--- config.mk ---
export PLATFORM = sky130hd
export DESIGN_NAME = ext_sram_ctrl
export DESIGN_NICKNAME = d
export VERILOG_FILES = /design/src/rtl/ext_sram_ctrl.sv
export SDC_FILE = /design/constraint.sdc
export NUM_CORES = 1
export LEC_CHECK = 0
export BUFFER_PORTS_ARGS = -buffer_cell sky130_fd_sc_hd__buf_2
export CORE_MARGIN = 2
export CORE_UTILIZATION = 40
export DETAILED_ROUTE_END_ITERATION = 7
export MAX_ROUTING_LAYER = met4
export SYNTH_ARGS = -nofsm -noshare
export SYNTH_HDL_FRONTEND = slang
export SYNTH_SLANG_ARGS = --single-unit
--- constraint.sdc ---
create_clock -name clk -period 4.5 [get_ports clk]
set_input_delay 0.675 -clock clk [delete_from_list [all_inputs] [get_ports clk]]
set_output_delay 0.675 -clock clk [all_outputs]
set_load 0.005 [all_outputs]
--- src/rtl/ext_sram_ctrl.sv ---
// ext_sram_ctrl: 32-bit strobe/ack bus slave driving a 16-bit asynchronous
// SRAM through two external address latches on a multiplexed address/data bus.
// Each access runs an address-latch phase, then two big-endian halfword phases
// (upper halfword first). The upper-address latch phase can be skipped when the
// upper address is unchanged, and data phases can be stretched with wait states.
module ext_sram_ctrl #(
  parameter int SRAM_LATCH_LAZY = 1,
  parameter int SRAM_STALL_CYC  = 0
) (
  input  logic        clk,
  input  logic        reset,
  input  logic        stb,
  input  logic        i_rw,
  input  logic [31:0] i_addr,
  input  logic [31:0] i_dtw,
  output logic [31:0] dtr,
  output logic        ack,
  input  logic [15:0] din,
  output logic [15:0] dout,
  output logic        douten,
  output logic        lat_hi,
  output logic        lat_lo,
  output logic        ce_n,
  output logic        oe_n,
  output logic        we_n
);

  localparam logic [3:0] STALL_LAST = 4'(SRAM_STALL_CYC);

  typedef enum logic [2:0] {IDLE, LATH, LATL, DATA, DONE} state_t;

  state_t      state, state_nx;
  logic        rw_q;
  logic [31:2] addr_q;
  logic [31:0] dtw_q;
  logic        half;
  logic [15:0] hi_addr;
  logic        hi_valid;
  logic [3:0]  cnt;
  logic [15:0] dout_q;
  logic        skip_hi;
  logic        last_data;
  logic        unused_addr_lsb;

  assign unused_addr_lsb = ^i_addr[1:0];

  assign skip_hi   = (SRAM_LATCH_LAZY != 0) && hi_valid && (i_addr[31:16] == hi_addr);
  assign last_data = (cnt == STALL_LAST);

  // State register
  always_ff @(posedge clk or posedge reset) begin
    if (reset) state <= IDLE;
    else       state <= state_nx;
  end

  // Next-state and bus/strobe outputs; dout holds its previous value unless driven
  always_comb begin
    state_nx = state;
    lat_hi   = 1'b0;
    lat_lo   = 1'b0;
    ce_n     = 1'b1;
    oe_n     = 1'b1;
    we_n     = 1'b1;
    douten   = 1'b0;
    ack      = 1'b0;
    dout     = dout_q;
    case (state)
      IDLE: begin
        if (stb) state_nx = skip_hi ? LATL : LATH;
      end
      LATH: begin
        dout     = addr_q[31:16];
        douten   = 1'b1;
        lat_hi   = 1'b1;
        state_nx = LATL;
      end
      LATL: begin
        dout     = {addr_q[15:2], half, 1'b0};
        douten   = 1'b1;
        lat_lo   = 1'b1;
        ce_n     = 1'b0;
        state_nx = DATA;
      end
      DATA: begin
        ce_n = 1'b0;
        if (rw_q) begin
          we_n   = 1'b0;
          douten = 1'b1;
          dout   = half ? dtw_q[15:0] : dtw_q[31:16];
        end else begin
          oe_n = 1'b0;
        end
        if (last_data) state_nx = half ? DONE : LATL;
      end
      DONE: begin
        ack      = 1'b1;
        state_nx = IDLE;
      end
      default: state_nx = IDLE;
    endcase
  end

  // Request capture, upper-address tracking, wait-state count and read data
  always_ff @(posedge clk or posedge reset) begin
    if (reset) begin
      rw_q     <= 1'b0;
      addr_q   <= '0;
      dtw_q    <= '0;
      half     <= 1'b0;
      hi_addr  <= '0;
      hi_valid <= 1'b0;
      cnt      <= '0;
      dout_q   <= '0;
      dtr      <= '0;
    end else begin
      dout_q <= dout;
      case (state)
        IDLE: begin
          if (stb) begin
            rw_q   <= i_rw;
            addr_q <= i_addr[31:2];
            dtw_q  <= i_dtw;
            half   <= 1'b0;
            cnt    <= '0;
          end
        end
        LATH: begin
          hi_addr  <= addr_q[31:16];
          hi_valid <= 1'b1;
        end
        LATL: cnt <= '0;
        DATA: begin
          if (last_data) begin
            if (!rw_q) begin
              if (half) dtr[15:0]  <= din;
              else      dtr[31:16] <= din;
            end
            half <= 1'b1;
          end else begin
            cnt <= cnt + 4'd1;
          end
        end
        default: ;
      endcase
    end
  end

endmodule

Yosys cells after proc, flatten, opt, wreduce, memory -nomap -nowiden
Cells that the tools add are included.
{ "word_totals": {"regBits": 136, "input_bits": 84} }
{ "classes": {"mux": 23, "eq_ne": 8, "bitwise": 2, "reduce_logical": 13, "add_sub_neg": 1} }
{ "ops": {"columns": ["operator", "n"], "rows": [
  ["case mux 16 bit (3 select lines)", 1],
  ["2-to-1 mux 16 bit", 2],
  ["== test 16 bit", 1],
  ["case mux 3 bit (4 select lines)", 1],
  ["case mux 4 bit (3 select lines)", 1],
  ["2-to-1 mux 1 bit", 10],
  ["2-to-1 mux 3 bit", 3],
  ["2-to-1 mux 4 bit", 2],
  ["AND reduction 4 bit", 2],
  ["== test 3 x 2 -> 1 bit (second input constant)", 2],
  ["!= test 2 bit (second input constant)", 3],
  ["AND reduction 3 bit", 2],
  ["adder 4 x 1 -> 4 bit (second input constant)", 1],
  ["zero test 4 bit", 1],
  ["case mux 1 bit (2 select lines)", 2],
  ["AND reduction 2 bit", 2],
  ["OR reduction 2 bit", 2],
  ["== test 3 x 1 -> 1 bit (second input constant)", 1],
  ["== test 3 bit (second input constant)", 1],
  ["zero test 3 bit", 1],
  ["nonzero test 3 bit", 1],
  ["2-to-1 mux 2 bit", 1],
  ["NOT 1 bit", 2],
  ["nonzero test 2 bit", 1],
  ["logical AND 1 bit", 1]
]} }

Depth between registers and ports, before layout
Gate-level depths: netlist of the first run.
{ "depth": {"depth_word": 5, "ltp_mapped": 8, "depth_no_buf": 6} }

Least setup slack after synthesis of the first run
OpenSTA, ideal clock, no wires.
{ "synth_path": {"kind": "register -> output", "from": "reg state[0]", "to": "out dout[11]", "setup_slack_ps": 2084, "arrival_time_ps": 1741, "stages_incl_launch_ff": 8, "required_ps": 3825, "cell_sequence": "dfrtp_1 buf_2 and3b_1 or3_1 clkbuf_1 buf_2 a222oi_1 o21ai_0"} }
{ "synth_via": {"elab_chain_cells": 2, "word_cells_on_any_way": 4} }
{ "synth_rtl": {"columns": ["item", "line_no", "source"], "rows": [
  ["start, declared", "32", "state_t state, state_nx;"],
  ["start signal, assigned", "53", "else state <= state_nx;"],
  ["== test 3 x 2 -> 1 bit or == test 3 x 1 -> 1 bit (tied branches)", "67", "case (state)"],
  ["case mux 16 bit (3 select lines) (*)", "67", null],
  ["end, declared", "19", "output logic [15:0] dout,"]
]} }
Mark *: on every way between the ends. The rest lies on a longest branch, timed or not.

Worst setup path after layout of the first run
{ "layout_path": {"from": "reg state[1]", "to": "out dout[1]"} }
The elaborated chain is that of the path after synthesis.

==> metrics, run 1 <==
Reg clk slew, reported paths=60 ps; Clock Path Buffers=2; Slowest-stage cell, CP=nand4b_1; status=complete, no violations; Die H=124 um; Avg Synthesized Cell Area=14.5 um2; DP HPWL=8260 um; register area share after synthesis=0.592; CTS tree=built; unrepaired setup endpoints after global routing=false; Setup TNS=0 ps; fin crit period=3440 ps; HP Class=in2async; Starting Density=0.412; Root Driver=clkbuf_16; CORE AREA=13,900 um2; critical-path cell list=nand4b_1 > o311ai_0 > buf_2; Vias/cell=5.06; crit start category=flip-flop; Num CTS Buffers=17; fmax=291 MHz; flops & latches, synth=136; GPL Wtd Cong=0.715; # IOs=139; delay of the slowest critical-path stage=790 ps; final hold viol count=0; first-pass GRT wire length=18,800 um; PnR worst setup slack=1060 ps; Area Growth Syn to Fin=24.9%; Pleak=0.00336 uW; DRC Markers=0; Final Max Slew Viols=0; Final nets=618; clock sinks=136; ys async rst share=1.00; unique cell type count in the Yosys netlist=46; Worst Tran Pin Value=1110 ps; routed len/inst=16.4 um; pwr dens=779 nW/um2; DR vias=3,680; crit end category=primary output; hold_buf cts=0; Cell Count, Final, Fillers Out=727; EDFF count, synth=0; chip width=124 um; Largest delay share family, worst path=simple AND/OR/NAND/NOR gates; crit path max fanout=18; FP Rows=43; Max-cap violations=0; largest net degree at the start of global routing=104; CP required=3830 ps; Worst VDD drop=0.000360 V; CP bufs+invs=1; Main synth FF type=dfrtp_1; # setup viols final=0; Crit Path Category=reg2out; Post-CTS Setup Bufs=0; layout cells sized above 1=0.534; First-pass DRT Iterations=4; skew final=6.14 ps; period utilization=0.764; ANT nets after route=0; Max transition margin=0.254; synth warn=0; residual overflow from global routing=0; Die Footprint=15,300 um2; final WL=11,900 um; syn_nets=482; # resized after CTS=0; vias in the first global route=3,771; clock latency on the worst-skew pair=410 ps; cell area after synthesis=5750 um2; DP Worst Slack=1490 ps; Synth Instances=396; total track usage=0.169; antenna violations before repair=1; H-tree Lvls=4; port bufs=136; CP arrival=2760 ps; placed cells=693; DR iter-0 viols=205
[path summary, 6_finish.rpt]
kind	slack [ps]	cells past startpoint	start	to
setup / recovery	1060	3	state[1]	dout[1]
hold / removal	460	2	reset	dtr[7]
setup reg to reg	1970	5	cnt[0]	dtr[1]
hold reg to reg	470	1	hi_valid	hi_valid
max in group asynchronous	3030	3	reset	dtw_q[9]
min in group clk	470	1	hi_valid	hi_valid
[logic make-up after synthesis]
| group | Yosys count | synth area share |
|---|---|---|
| AO/OA/AOI/OAI | 48 | 0.0603 |
| XOR/XNOR | 13 | 0.0198 |
| adder cells (fa/ha/maj) | 2 | 0.00435 |
| buffers and inverters | 36 | 0.0327 |
| flip-flops | 136 | 0.592 |
| multiplexers | 125 | 0.248 |
| AND/OR/NAND/NOR | 36 | 0.0423 |
[power breakdown]
group / total [uW] / leakage [uW] / internal (uW) / switching [uW]
Combinational: 2020 / 0.00143 / 1120 / 899
Sequential: 2180 / 0.00163 / 1840 / 347
Clock: 1390 / 0.000299 / 889 / 497
[cell usage after synthesis, types with 3 or more instances]
library cell	number	area share
inv_1	12	0.0078
o21ai_0	19	0.017
mux2_2	100	0.20
xnor2_1	11	0.017
a222oi_1	14	0.024
buf_2	11	0.0096
nand3_1	3	0.0026
nor3_1	4	0.0035
or3_1	4	0.0044
clkbuf_1	8	0.0052
mux2i_1	15	0.026
nor2_1	6	0.0039
dfrtp_1	136	0.59
mux2_4	10	0.026
nor2b_1	3	0.0033
[area by class of cell]
class | instances | area [um2]
tap | 180 | 225
fill | 1219 | 6760
timing repair buffer | 141 | 718
clock inverter | 10 | 116
antenna | 2 | 5.00
sequential | 136 | 3400
multi-input combinational | 224 | 2160
inverter | 12 | 50.0
clock buffer | 22 | 494
[sequential cells by signal, indices dropped and copies added (netlist names)]
name,count
rw_q,1
hi_addr,16
dtr,32
dtw_q,32
addr_q,30
state,3
half,1
hi_valid,1
cnt,4
dout_q,16
[cells in the final DEF, fill, tap and decap left out, types with 3 or more instances in the layout]
master / n
xnor2_1: 11
nor3_1: 4
nor2_1: 6
mux2i_1: 15
clkbuf_8: 5
a222oi_1: 14
mux2_2: 100
clkbuf_16: 17
or3_1: 4
nor2b_1: 3
o21ai_0: 19
inv_1: 11
nand3_1: 3
mux2_4: 10
dfrtp_1: 136
buf_2: 136
buf_4: 5
clkinv_2: 3
[stage by stage]
| stage | hold slack (ps) | total power (uW) | instance area [um2] | util |
|---|---|---|---|---|
| global placement | 451 | 4190 | 6560 | 0.471 |
| global route | 477 | 6000 | 7170 | 0.515 |
| CTS | 454 | 5670 | 7170 | 0.515 |
| floorplan | 440 | 3550 | 5750 | - |
| detailed placement | 459 | 4260 | 6560 | 0.471 |
| finish | 460 | 5590 | 7170 | 0.515 |
[metal layers]
layer  GRT usage  part of all wire
met1       0.214              0.46
met2       0.258              0.46
met3      0.0531             0.070
met4      0.0618             0.013
met5           -                 0
No activity file was read; power rests on OpenSTA's default activity.
==> run 2: changes to the inputs <==
- ABC_AREA: unset -> 1
- clock period: 4.5 -> 3.4 ns (I/O delays scaled with it)
==> run 2 against run 1 <==
  * Register-to-register slack got worse by 540 ps
  * Global-route usage is 2.8 points higher
  * Wire length up 21%
  * Design area is 2.1% higher
  * Clock power increased by 37%
  * Flip-flop and latch count stayed put
  * First-iteration DRC count increased by 74%
  * Sequential power rose by 27%
  * Power is 29% higher
  * Sequential share of layout area decreased by 0.97 points
  * Core utilization decreased by 0.90 points
  * Cell count rose by 39%
  * Largest cell class unchanged
==> metrics, run 2 <==
Root Driver=clkbuf_16; final WL=14,400 um; count leader, synth=nand2_1; unique cell type count in the Yosys netlist=28; cell area after synthesis=5920 um2; CP arrival=2370 ps; First-pass DRT Iterations=5; port bufs=136; Hold Worst Slack=293 ps; Crit Path Category=reg2out; clock latency on the worst-skew pair=410 ps; worst r2r src=half; syn_nets=767; crit start category=flip-flop; top cell type's share of synthesized area=0.574; # IOs=139; # resized after CTS=0; Max transition margin=0.292; vias in the first global route=4,724; Post-CTS Setup Bufs=0; status=complete, no violations; unrepaired setup endpoints after global routing=false; ANT nets after route=0; Post-DP Area=6710 um2; FP Rows=44; top flop regs=dtr (32), dtw_q (32), addr_q (30); crit end category=primary output; flops & latches, synth=136; met3 WL post-DR=533 um; GPL Wtd Cong=0.780; Die H=126 um; max layer used=met4; Setup TNS=0 ps; Avg Synthesized Cell Area=8.70 um2; Pleak=0.00391 uW; most frequent cells in the layout=nand2_1, dfrtp_1, buf_2; register area share after synthesis=0.574; Vias/cell=4.74; ys async rst share=1.00; Synth area leaders=dfrtp_1, nand2_1, o21ai_0, inv_1, o2111ai_1; total power=7210 uW; skew final=12.4 ps; # setup viols final=0; CORE AREA=14,500 um2; EDFF count, synth=0; DR iter-0 viols=356; total track usage=0.198; DRC Markers=0; Starting Density=0.409; first-pass GRT wire length=23,900 um; most common cell after layout, fill and taps aside=nand2_1; fillers=1,386; Worst Tran Pin Value=1060 ps; HP Class=in2reg; chip width=126 um; pwr dens=984 nW/um2; CP required=2890 ps; Main synth FF type=dfrtp_1; residual overflow from global routing=0; period utilization=0.847; largest net degree at the start of global routing=137; crit path launch=state[2]; clock sinks=136; Synth top cells by count=nand2_1, dfrtp_1, inv_1, o21ai_0, o21ai_1; Hold Startpoint=i_dtw[20]; Synth Instances=681; routed len/inst=14.3 um; Final nets=897; Worst VDD drop=0.000467 V; Max-cap violations=0; CTS tree=built; crit path max fanout=21; Reg clk slew, reported paths=50 ps; Area Growth Syn to Fin=23.6%; post-synth top area cell=dfrtp_1; DP HPWL=10,000 um; area of the multi-input gates=2030 um2; Final Cell Area=7320 um2; FF+latch area=3400 um2; Num CTS Buffers=17; Clock Path Buffers=2; fmax=347 MHz; Final Max Slew Viols=0; Die Footprint=15,800 um2; DR vias=4,780; hold_buf cts=0; synth warn=0; layout cells sized above 1=0.239; wire length on met1=7080 um; Met2 Wirelength=6680 um; final hold viol count=0; H-tree Lvls=4; fin crit period=2880 ps; Ant. Diodes=0; antenna violations before repair=0
-- run 2: changes by cell type in the layout (fill, tap and decap cells not counted), sizes merged, moves of 8 or more --
cell / before / now
nor2: 6 / 14
a222oi: 14 / 0
o21ai: 20 / 98
mux2: 110 / 0
inv: 13 / 80
xnor2: 11 / 1
nand2: 2 / 280
mux2i: 15 / 0
o2111ai: 0 / 14
nand3: 3 / 13
-- run 2: kinds of logic (layout without fill, tap and decap cells) --
group,after synthesis,count (layout),share of synthesized area
adder cells (fa/ha/maj),2,2,0.00422
buffers and inverters,110,253,0.0836
XOR/XNOR,1,1,0.00148
AO/OA/AOI/OAI,120,120,0.119
AND/OR/NAND/NOR,312,312,0.217
flip-flops,136,136,0.574
-- run 2: through the flow --
stage | utilization | std cells | worst slack [ps]
2_1_floorplan | - | 681 | 1200
3_3_place_gp | 0.463 | 976 | 980
3_5_place_dp | 0.463 | 976 | 954
4_1_cts | 0.506 | 1008 | 501
5_1_grt | 0.506 | 1008 | 379
6_report | 0.506 | 1008 | 520
-- run 2: area by class of cell --
| cell class | instances | area share |
|---|---|---|
| Clock buffer | 25 | 0.0690 |
| Clock inverter | 7 | 0.0155 |
| Inverter | 81 | 0.0424 |
| Multi-Input combinational cell | 435 | 0.277 |
| Sequential cell | 136 | 0.465 |
| Tap cell | 184 | 0.0314 |
| Timing Repair Buffer | 140 | 0.100 |
-- run 2: final timing paths --
kind	end	slack, ps	depth (start not counted)
setup / recovery	dout[11]	520	7
hold / removal	dtw_q[20]	290	3
setup reg to reg	dtr[12]	1430	3
hold reg to reg	hi_valid	470	2
max in group asynchronous	addr_q[22]	2560	3
min in group asynchronous	dtr[24]	300	3
-- run 2: routing by layer --
metal,up-vias,track usage
met5,-,-
met4,0,0.0654
met3,7,0.0357
met2,102,0.290
met1,2270,0.280
li1,2401,-
-- run 2: report_power, final --
group | internal (uW) | leakage [uW] | total, uW | switching [uW]
sequential | 2370 | 0.00169 | 2770 | 403
combinational | 957 | 0.00192 | 2540 | 1580
clock | 1250 | 0.000307 | 1900 | 651
total | 4580 | 0.00391 | 7210 | 2630
-- run 2: worst max-delay path: stages (launching register included) --
cell and delay [ps]:
dfrtp_1 430, inv_2 140, nand3_1 190, inv_1 370
buf_4 310, nand2_1 150, o2111ai_1 190, buf_2 180
==> run 3: changes to the inputs <==
- clock period: 3.4 -> 2.6 ns (I/O delays scaled with it)
==> run 3 against run 2 <==
  * Combinational power rose by 35%
  * Sequential power grew 29%
  * Critical path depth stayed put
  * Critical path type unchanged
  * Critical endpoint is now dout[3]
  * Largest power group unchanged
==> metrics, run 3 (synthesis results as in run 2) <==
Crit Path Category=reg2out; Setup TNS=0 ps; Final Max Slew Viols=0; CORE AREA=14,500 um2; Area Growth Syn to Fin=25.5%; fmax=414 MHz; skew final=9.94 ps; port bufs=136; Pleak=0.00395 uW; DR iter-0 viols=392; layout cells sized above 1=0.248; # IOs=139; worst r2r src=cnt[0]; Reg clk slew, reported paths=60 ps; HP Class=in2async; r2r setup slk=790 ps; Slowest-stage cell, CP=dfrtp_1; Starting Density=0.409; GPL Wtd Cong=0.802; CTS tree=built; R2R Path End=dtr[23]; area of the multi-input gates=2040 um2; delay of the slowest critical-path stage=430 ps; final WL=14,400 um; top flop regs=dtr (32), dtw_q (32), addr_q (30); First-pass DRT Iterations=5; routed len/inst=14.3 um; crit path max fanout=13; unrepaired setup endpoints after global routing=false; Clock Path Buffers=2; Worst Tran Pin Value=781 ps; DRC Markers=0; critical-path cell list=inv_1 > nand3_2 > inv_2 > buf_4 > nand2_1 > o2111ai_1 > buf_2; DP Worst Slack=457 ps; residual overflow from global routing=0; FP Rows=44; fillers=1,399; status=complete, no violations; pwr dens=1300 nW/um2; CP arrival=2030 ps; Root Driver=clkbuf_16; Cell Count, Final, Fillers Out=1,012; clock latency on the worst-skew pair=420 ps; Post-DP Area=6750 um2; # setup viols final=0; Ant. Diodes=0; clock sinks=136; H-tree Lvls=4; r2r worst-path depth=7; FF+latch area=3400 um2; period utilization=0.929; final hold viol count=0; Max-cap violations=0; Final Cell Area=7440 um2; Worst VDD drop=0.000533 V; antenna violations before repair=0; CP required=2210 ps; most frequent cells in the layout=nand2_1, dfrtp_1, buf_2; crit end category=primary output; vias in the first global route=4,820; total track usage=0.199; ANT nets after route=0; PnR worst setup slack=184 ps; DP HPWL=10,200 um; Die H=126 um; chip width=126 um; DR vias=4,828; first-pass GRT wire length=24,000 um; Die Footprint=15,800 um2; largest net degree at the start of global routing=68; most common cell after layout, fill and taps aside=nand2_1; Final nets=901; placed cells=980; Num CTS Buffers=17; fin crit period=2420 ps; Vias/cell=4.77; Max transition margin=0.478; crit start category=flip-flop
-- run 3: worst max-delay path by stage --
| stage | start | to | slack, ps | depth (start not counted) |
|---|---|---|---|---|
| after global routing | state[2] | dout[8] | 20 | 9 |
| final | state[1] | dout[3] | 180 | 7 |
| after floorplan | reset | addr_q[10] | 520 | 1 |
| after CTS | state[2] | dout[3] | 70 | 7 |
| after global placement | state[2] | dout[3] | 490 | 7 |
| after detailed placement | state[2] | dout[3] | 460 | 7 |
-- run 3: cell type report --
| type | count | area share |
|---|---|---|
| clock buffer | 22 | 0.0651 |
| clock inverter | 10 | 0.0254 |
| inverter | 81 | 0.0421 |
| multi-input combinational | 435 | 0.274 |
| sequential | 136 | 0.458 |
| tap | 184 | 0.0310 |
| timing repair buffer | 144 | 0.105 |
-- run 3: what timing repair did --
action / in CTS / in global routing
hold buffers: 0 / 0
buffers inserted: 0 / 0
resized for setup: 1 / 3
setup endpoints to repair: 1 / 8
-- run 3: per-layer routing --
metal | wire (um) | GRT usage | share of wire
met5 | 0 | - | 0
met4 | 273 | 0.0725 | 0.019
met3 | 586 | 0.0370 | 0.041
met2 | 6740 | 0.304 | 0.47
met1 | 6830 | 0.267 | 0.47
-- run 3: stage by stage --
stage                     utilization  power [uW]  hold slack, ps
after floorplan                     -        5780             422
after global placement          0.466        6900             457
after detailed placement        0.466        7020             457
after CTS                       0.513        9770             121
after global routing            0.514       10500             168
final                           0.514        9680             115
-- run 3: power by group --
group          leakage, uW  total [uW]  internal, uW  switching, uW
registers          0.00169        3560          3100            463
logic              0.00194        3430          1290           2140
clock network     0.000327        2690          1810            882
total              0.00395        9680          6200           3480
-- run 3: worst max-delay path, delay by kind of cell, from the launching register on --
family	cells	cell delay [ps]
DFF	1	430
AOI/OAI and AO/OA	1	180
buffers and inverters	4	680
and+or+nand+nor	2	320
